<file path="config.mk">
export PLATFORM = sky130hd
export DESIGN_NAME = clk_period_meter
export DESIGN_NICKNAME = d
export VERILOG_FILES = /design/src/rtl/clk_period_meter.sv
export SDC_FILE = /design/constraint.sdc
export NUM_CORES = 1
export LEC_CHECK = 0
export ABC_CLOCK_PERIOD_IN_PS = 2060
export CORE_ASPECT_RATIO = 0.6
export CORE_MARGIN = 2
export CORE_UTILIZATION = 51
export DETAILED_ROUTE_END_ITERATION = 7
export DONT_BUFFER_PORTS = 1
export GPL_ROUTABILITY_DRIVEN = 0
export HOLD_SLACK_MARGIN = 0.02
export PLACE_DENSITY = 0.66
export SYNTH_ARGS = -nofsm -noshare
export SYNTH_HDL_FRONTEND = slang
export SYNTH_SLANG_ARGS = --single-unit
</file>
<file path="constraint.sdc">
create_clock -name clk -period 2.06 [get_ports clk]
set_input_delay 0.412 -clock clk [delete_from_list [all_inputs] [get_ports clk]]
set_output_delay 0.412 -clock clk [all_outputs]
set_load 0.05 [all_outputs]
</file>
<file path="src/rtl/clk_period_meter.sv">
// Measures the period of a slow asynchronous clock in core clock cycles.
// Latency: period_valid follows the synchronized edge by one cycle; no backpressure.
module clk_period_meter #(
  parameter int CNT_W = 16
) (
  input  logic             clk,
  input  logic             rst_b,
  input  logic             clk_meas,
  input  logic             en,
  output logic [CNT_W-1:0] period,
  output logic             period_valid,
  output logic             timeout,
  output logic             busy
);

  typedef enum logic [1:0] {
    IDLE,
    ARMED,
    MEASURE
  } state_t;

  localparam logic [CNT_W-1:0] CNT_MAX = '1;
  localparam logic [CNT_W-1:0] CNT_ONE = CNT_W'(1);

  state_t           state_q, state_d;
  logic [CNT_W-1:0] cnt_q, cnt_d;
  logic [CNT_W-1:0] period_q, period_d;
  logic             pv_q, pv_d;
  logic             timeout_q, timeout_d;
  logic             s1_q, s1_d;
  logic             s2_q, s2_d;
  logic             s3_q, s3_d;
  logic             meas_edge;

  // The synchronizer free-runs so a level already high at arming is not seen as an edge.
  assign meas_edge = s2_q & ~s3_q;

  always_comb begin
    s1_d      = clk_meas;
    s2_d      = s1_q;
    s3_d      = s2_q;
    state_d   = state_q;
    cnt_d     = cnt_q;
    period_d  = period_q;
    pv_d      = 1'b0;
    timeout_d = timeout_q;

    if (!en) begin
      state_d   = IDLE;
      cnt_d     = '0;
      timeout_d = 1'b0;
    end else begin
      case (state_q)
        IDLE: begin
          cnt_d   = '0;
          state_d = ARMED;
        end
        ARMED: begin
          if (meas_edge) begin
            cnt_d   = CNT_ONE;
            state_d = MEASURE;
          end
        end
        MEASURE: begin
          // An edge on the saturation cycle still counts as a valid measurement.
          if (meas_edge) begin
            period_d = cnt_q;
            pv_d     = 1'b1;
            cnt_d    = CNT_ONE;
          end else if (cnt_q == CNT_MAX) begin
            timeout_d = 1'b1;
            cnt_d     = '0;
            state_d   = ARMED;
          end else begin
            cnt_d = cnt_q + CNT_ONE;
          end
        end
        default: begin
          state_d = IDLE;
          cnt_d   = '0;
        end
      endcase
    end
  end

  always_ff @(posedge clk or negedge rst_b) begin
    if (!rst_b) begin
      state_q   <= IDLE;
      cnt_q     <= '0;
      period_q  <= '0;
      pv_q      <= 1'b0;
      timeout_q <= 1'b0;
      s1_q      <= 1'b0;
      s2_q      <= 1'b0;
      s3_q      <= 1'b0;
    end else begin
      state_q   <= state_d;
      cnt_q     <= cnt_d;
      period_q  <= period_d;
      pv_q      <= pv_d;
      timeout_q <= timeout_d;
      s1_q      <= s1_d;
      s2_q      <= s2_d;
      s3_q      <= s3_d;
    end
  end

  assign period       = period_q;
  assign period_valid = pv_q;
  assign timeout      = timeout_q;
  assign busy         = (state_q != IDLE);

endmodule

</file>
==> impl_metrics.env <==
export IMPL_status="complete, no violations"
export IMPL_yosys_area_top_type_share_pct=49.03
export IMPL_grt_pass1_wl_mm=7.265
export IMPL_maxCapViolations=0
export IMPL_instances_no_fill=234
export IMPL_layout_min_cycle_time_ns=1.803
export IMPL_reg2reg_to="cnt_q[7]"
export IMPL_gr_total_overflow=0
export IMPL_hp_class="input port to flop"
export IMPL_vias=1506
export IMPL_path_class="flop to flop"
export IMPL_ys_types=35
export IMPL_cts_buffer_depth=2
export IMPL_synth_top_cells_by_area="dfrtp_1, mux2_2, a31oi_1"
export IMPL_finalCritPeriodShare_pct=87.52
export IMPL_wl_per_cell_um=18.63
export IMPL_hold_slack_ns=0.1399
export IMPL_numCtsBuffers=5
export IMPL_grt_pass1_vias=1458
export IMPL_die_h_um=52.40
export IMPL_min_from="clk_meas"
export IMPL_ir_worst_vdd_v=0.0006173
export IMPL_endpoint="cnt_q[7]"
export IMPL_clkSinkCount=39
export IMPL_die_area_um2=4436
export IMPL_worst_r2r_cell_count=7
export IMPL_rows=17
export IMPL_r2r_start="state_q[0]"
export IMPL_ios=23
export IMPL_r2r_slack_ns=0.26
export IMPL_dpl_hpwl_mm=3.020
export IMPL_grt_max_degree=40
export IMPL_avgSynthCellArea_um2=10.82
export IMPL_die_w_um=84.66
export IMPL_netlist_instances=184
export IMPL_clock_fmax_mhz=554.7
export IMPL_finalSetupViolations=0
export IMPL_synth_fp_nets=193
export IMPL_cp_num_buf_inv=2
export IMPL_grt_usage_pct=21.88
export IMPL_layout_nets=196
export IMPL_antenna_cells=0
export IMPL_critPathLaunchType="flop"
export IMPL_antenna_found_initial=0
export IMPL_routed_via_density=6.436
export IMPL_synth_seq_area_share_pct=49.03
export IMPL_synth_seq_cells=39
export IMPL_slowest_delay_ns=0.42
export IMPL_cts_setup_buffers=0
export IMPL_fin_skew_ns=0.002829
export IMPL_final_area_um2=2142
export IMPL_drt_pass1_iter_count=6
export IMPL_core_area_um2=3701
export IMPL_synth_top_cell_by_area="dfrtp_1"
export IMPL_area_delta_synth_final_pct=7.605
export IMPL_drive_gt1_share_pct=17.11
export IMPL_first_iter_violations=191
export IMPL_yosysWarnings=0
export IMPL_pwr_density_cell_nw_per_um2=842.1
export IMPL_path_max_fanout=11
export IMPL_cp_top_family="flip-flops"
export IMPL_ant_nets=0
export IMPL_finalHoldViolCount=0
export IMPL_multi_input_area_um2=902.1
export IMPL_cts_tree="built"
export IMPL_worstPathRequired_ns=2.28
export IMPL_h_tree_depth=2
export IMPL_fin_ws_ns=0.2571
export IMPL_path_clk_slew_ns=0.07
export IMPL_slowest_stage="dfrtp_1"
export IMPL_tightest_slew_ns=0.4921
export IMPL_clockRootBuffer="clkbuf_8"
export IMPL_max_slew_margin_pct=67.19
export IMPL_routed_wl_mm=4.359
export IMPL_remaining_drc_errors=0
export IMPL_cp_depth=7
export IMPL_crit_chain="inv_1 > ha_1 > nand3_1 > nor3_1 > buf_4 > a41oi_1 > a31oi_1"
export IMPL_io_buffers=0
export IMPL_syn_cell_area_um2=1991
export IMPL_start_util_pct=53.79
export IMPL_cp_end_kind="flop"
export IMPL_seqCellArea_um2=975.9
export IMPL_fillers=341
export IMPL_dp_cells=225
export IMPL_final_max_slew_violation_count=0
export IMPL_cts_repair_resize_count=0
export IMPL_insertion_delay_ns=0.29
export IMPL_power_leakage_nw=0.9758
export IMPL_rsz0062_at_grt="no"
export IMPL_pre_cts_slack_ns=0.3176
export IMPL_startpoint="state_q[0]"
export IMPL_fin_tns_setup_ns=0
export IMPL_dpl_cell_area_um2=2009
export IMPL_worstPathArrival_ns=2.02
==> flip-flops by register name (all words and copies together) (netlist names) <==
register,flops
period_valid,1
s2_q,1
period,16
s3_q,1
s1_q,1
timeout,1
state_q,2
cnt_q,16
==> logic make-up (layout without fill, tap and decap cells) <==
kind of cell	Yosys count	in the layout	share of synthesized area [%]
AO/OA/AOI/OAI	41	41	13.39
adder cells (fa/ha/maj)	5	5	3.143
buffers and inverters	18	21	5.657
multiplexers	16	16	8.925
AND/OR/NAND/NOR	64	64	19.42
flip-flops	39	39	49.03
XOR/XNOR	1	1	0.4401
==> repair_timing <==
| action | CTS | global route |
|---|---|---|
| hold buffers | 2 | 0 |
| setup endpoints to repair | 0 | 0 |
| endpoints found under the hold margin | 39 | 0 |
==> metrics by stage <==
step	util, %	power [mW]
2_1_floorplan	-	1.130
3_3_place_gp	54.29	1.165
3_5_place_dp	54.29	1.173
4_1_cts	57.88	1.808
5_1_grt	57.88	1.887
6_report	57.88	1.804
==> worst min path at each step <==
stage                     cells after the start  slack [ns]        to
after detailed placement                      0        0.12      s1_q
after CTS                                     0        0.13      s1_q
final                                         0        0.14      s1_q
after floorplan                               0        0.12  cnt_q[0]
after global routing                          0        0.12      s1_q
after global placement                        0        0.12      s1_q
==> cell usage in the layout, fill, tap and decap left out, types with 2 or more instances in the layout <==
cell type / n
o2bb2ai_1: 2
nand4_1: 4
o211ai_1: 2
nand3_1: 9
ha_1: 5
o21a_1: 3
nor4_1: 2
buf_12: 2
a41oi_1: 2
and2_1: 2
o21ai_0: 12
a21oi_1: 3
and4_1: 2
inv_1: 8
nand2_1: 16
mux2i_1: 2
and3_1: 6
nand3b_1: 5
clkbuf_8: 5
a31oi_1: 14
nor3_1: 8
and4_2: 2
mux2_2: 14
buf_4: 3
dfrtp_1: 39
nor2_1: 3
==> routing by layer <==
layer | track usage (%) | wire length [um]
met5 | 0 | 0
met4 | 9.524 | 87
met3 | 8.976 | 481
met2 | 31.63 | 1824
met1 | 29.02 | 1965
==> power by group <==
group	total (mW)	leakage, nW	switching (mW)	internal (mW)
sequential	0.828	0.536	0.0383	0.790
clock	0.612	0.0513	0.258	0.355
combinational	0.363	0.388	0.252	0.111
total	1.80	0.976	0.548	1.26
==> final cells by class <==
cell class / instances / area share (%)
Timing Repair Buffer: 6 / 3.388
Multi-Input combinational cell: 127 / 42.11
Clock buffer: 6 / 3.388
Sequential cell: 39 / 45.56
Inverter: 8 / 1.402
Clock inverter: 1 / 1.402
Tap cell: 47 / 2.745
==> synthesized netlist by cell type, drive strengths merged <==
cell type	count
nand2b	1
nand2	16
o2bb2ai	2
nor4b	1
nor4	2
dfrtp	39
nor2	3
a21oi	3
a22o	1
inv	8
o41ai	1
o22ai	1
xnor2	1
nor3	8
o21a	3
buf	7
nand3b	5
a31oi	14
ha	5
and4	5
and3	6
o21ai	12
nand4	5
mux2	14
and2	2
o211ai	2
a41oi	2
nor2b	1
mux2i	2
nand3	9
clkbuf	3
Power figures use the tool's default switching activity.
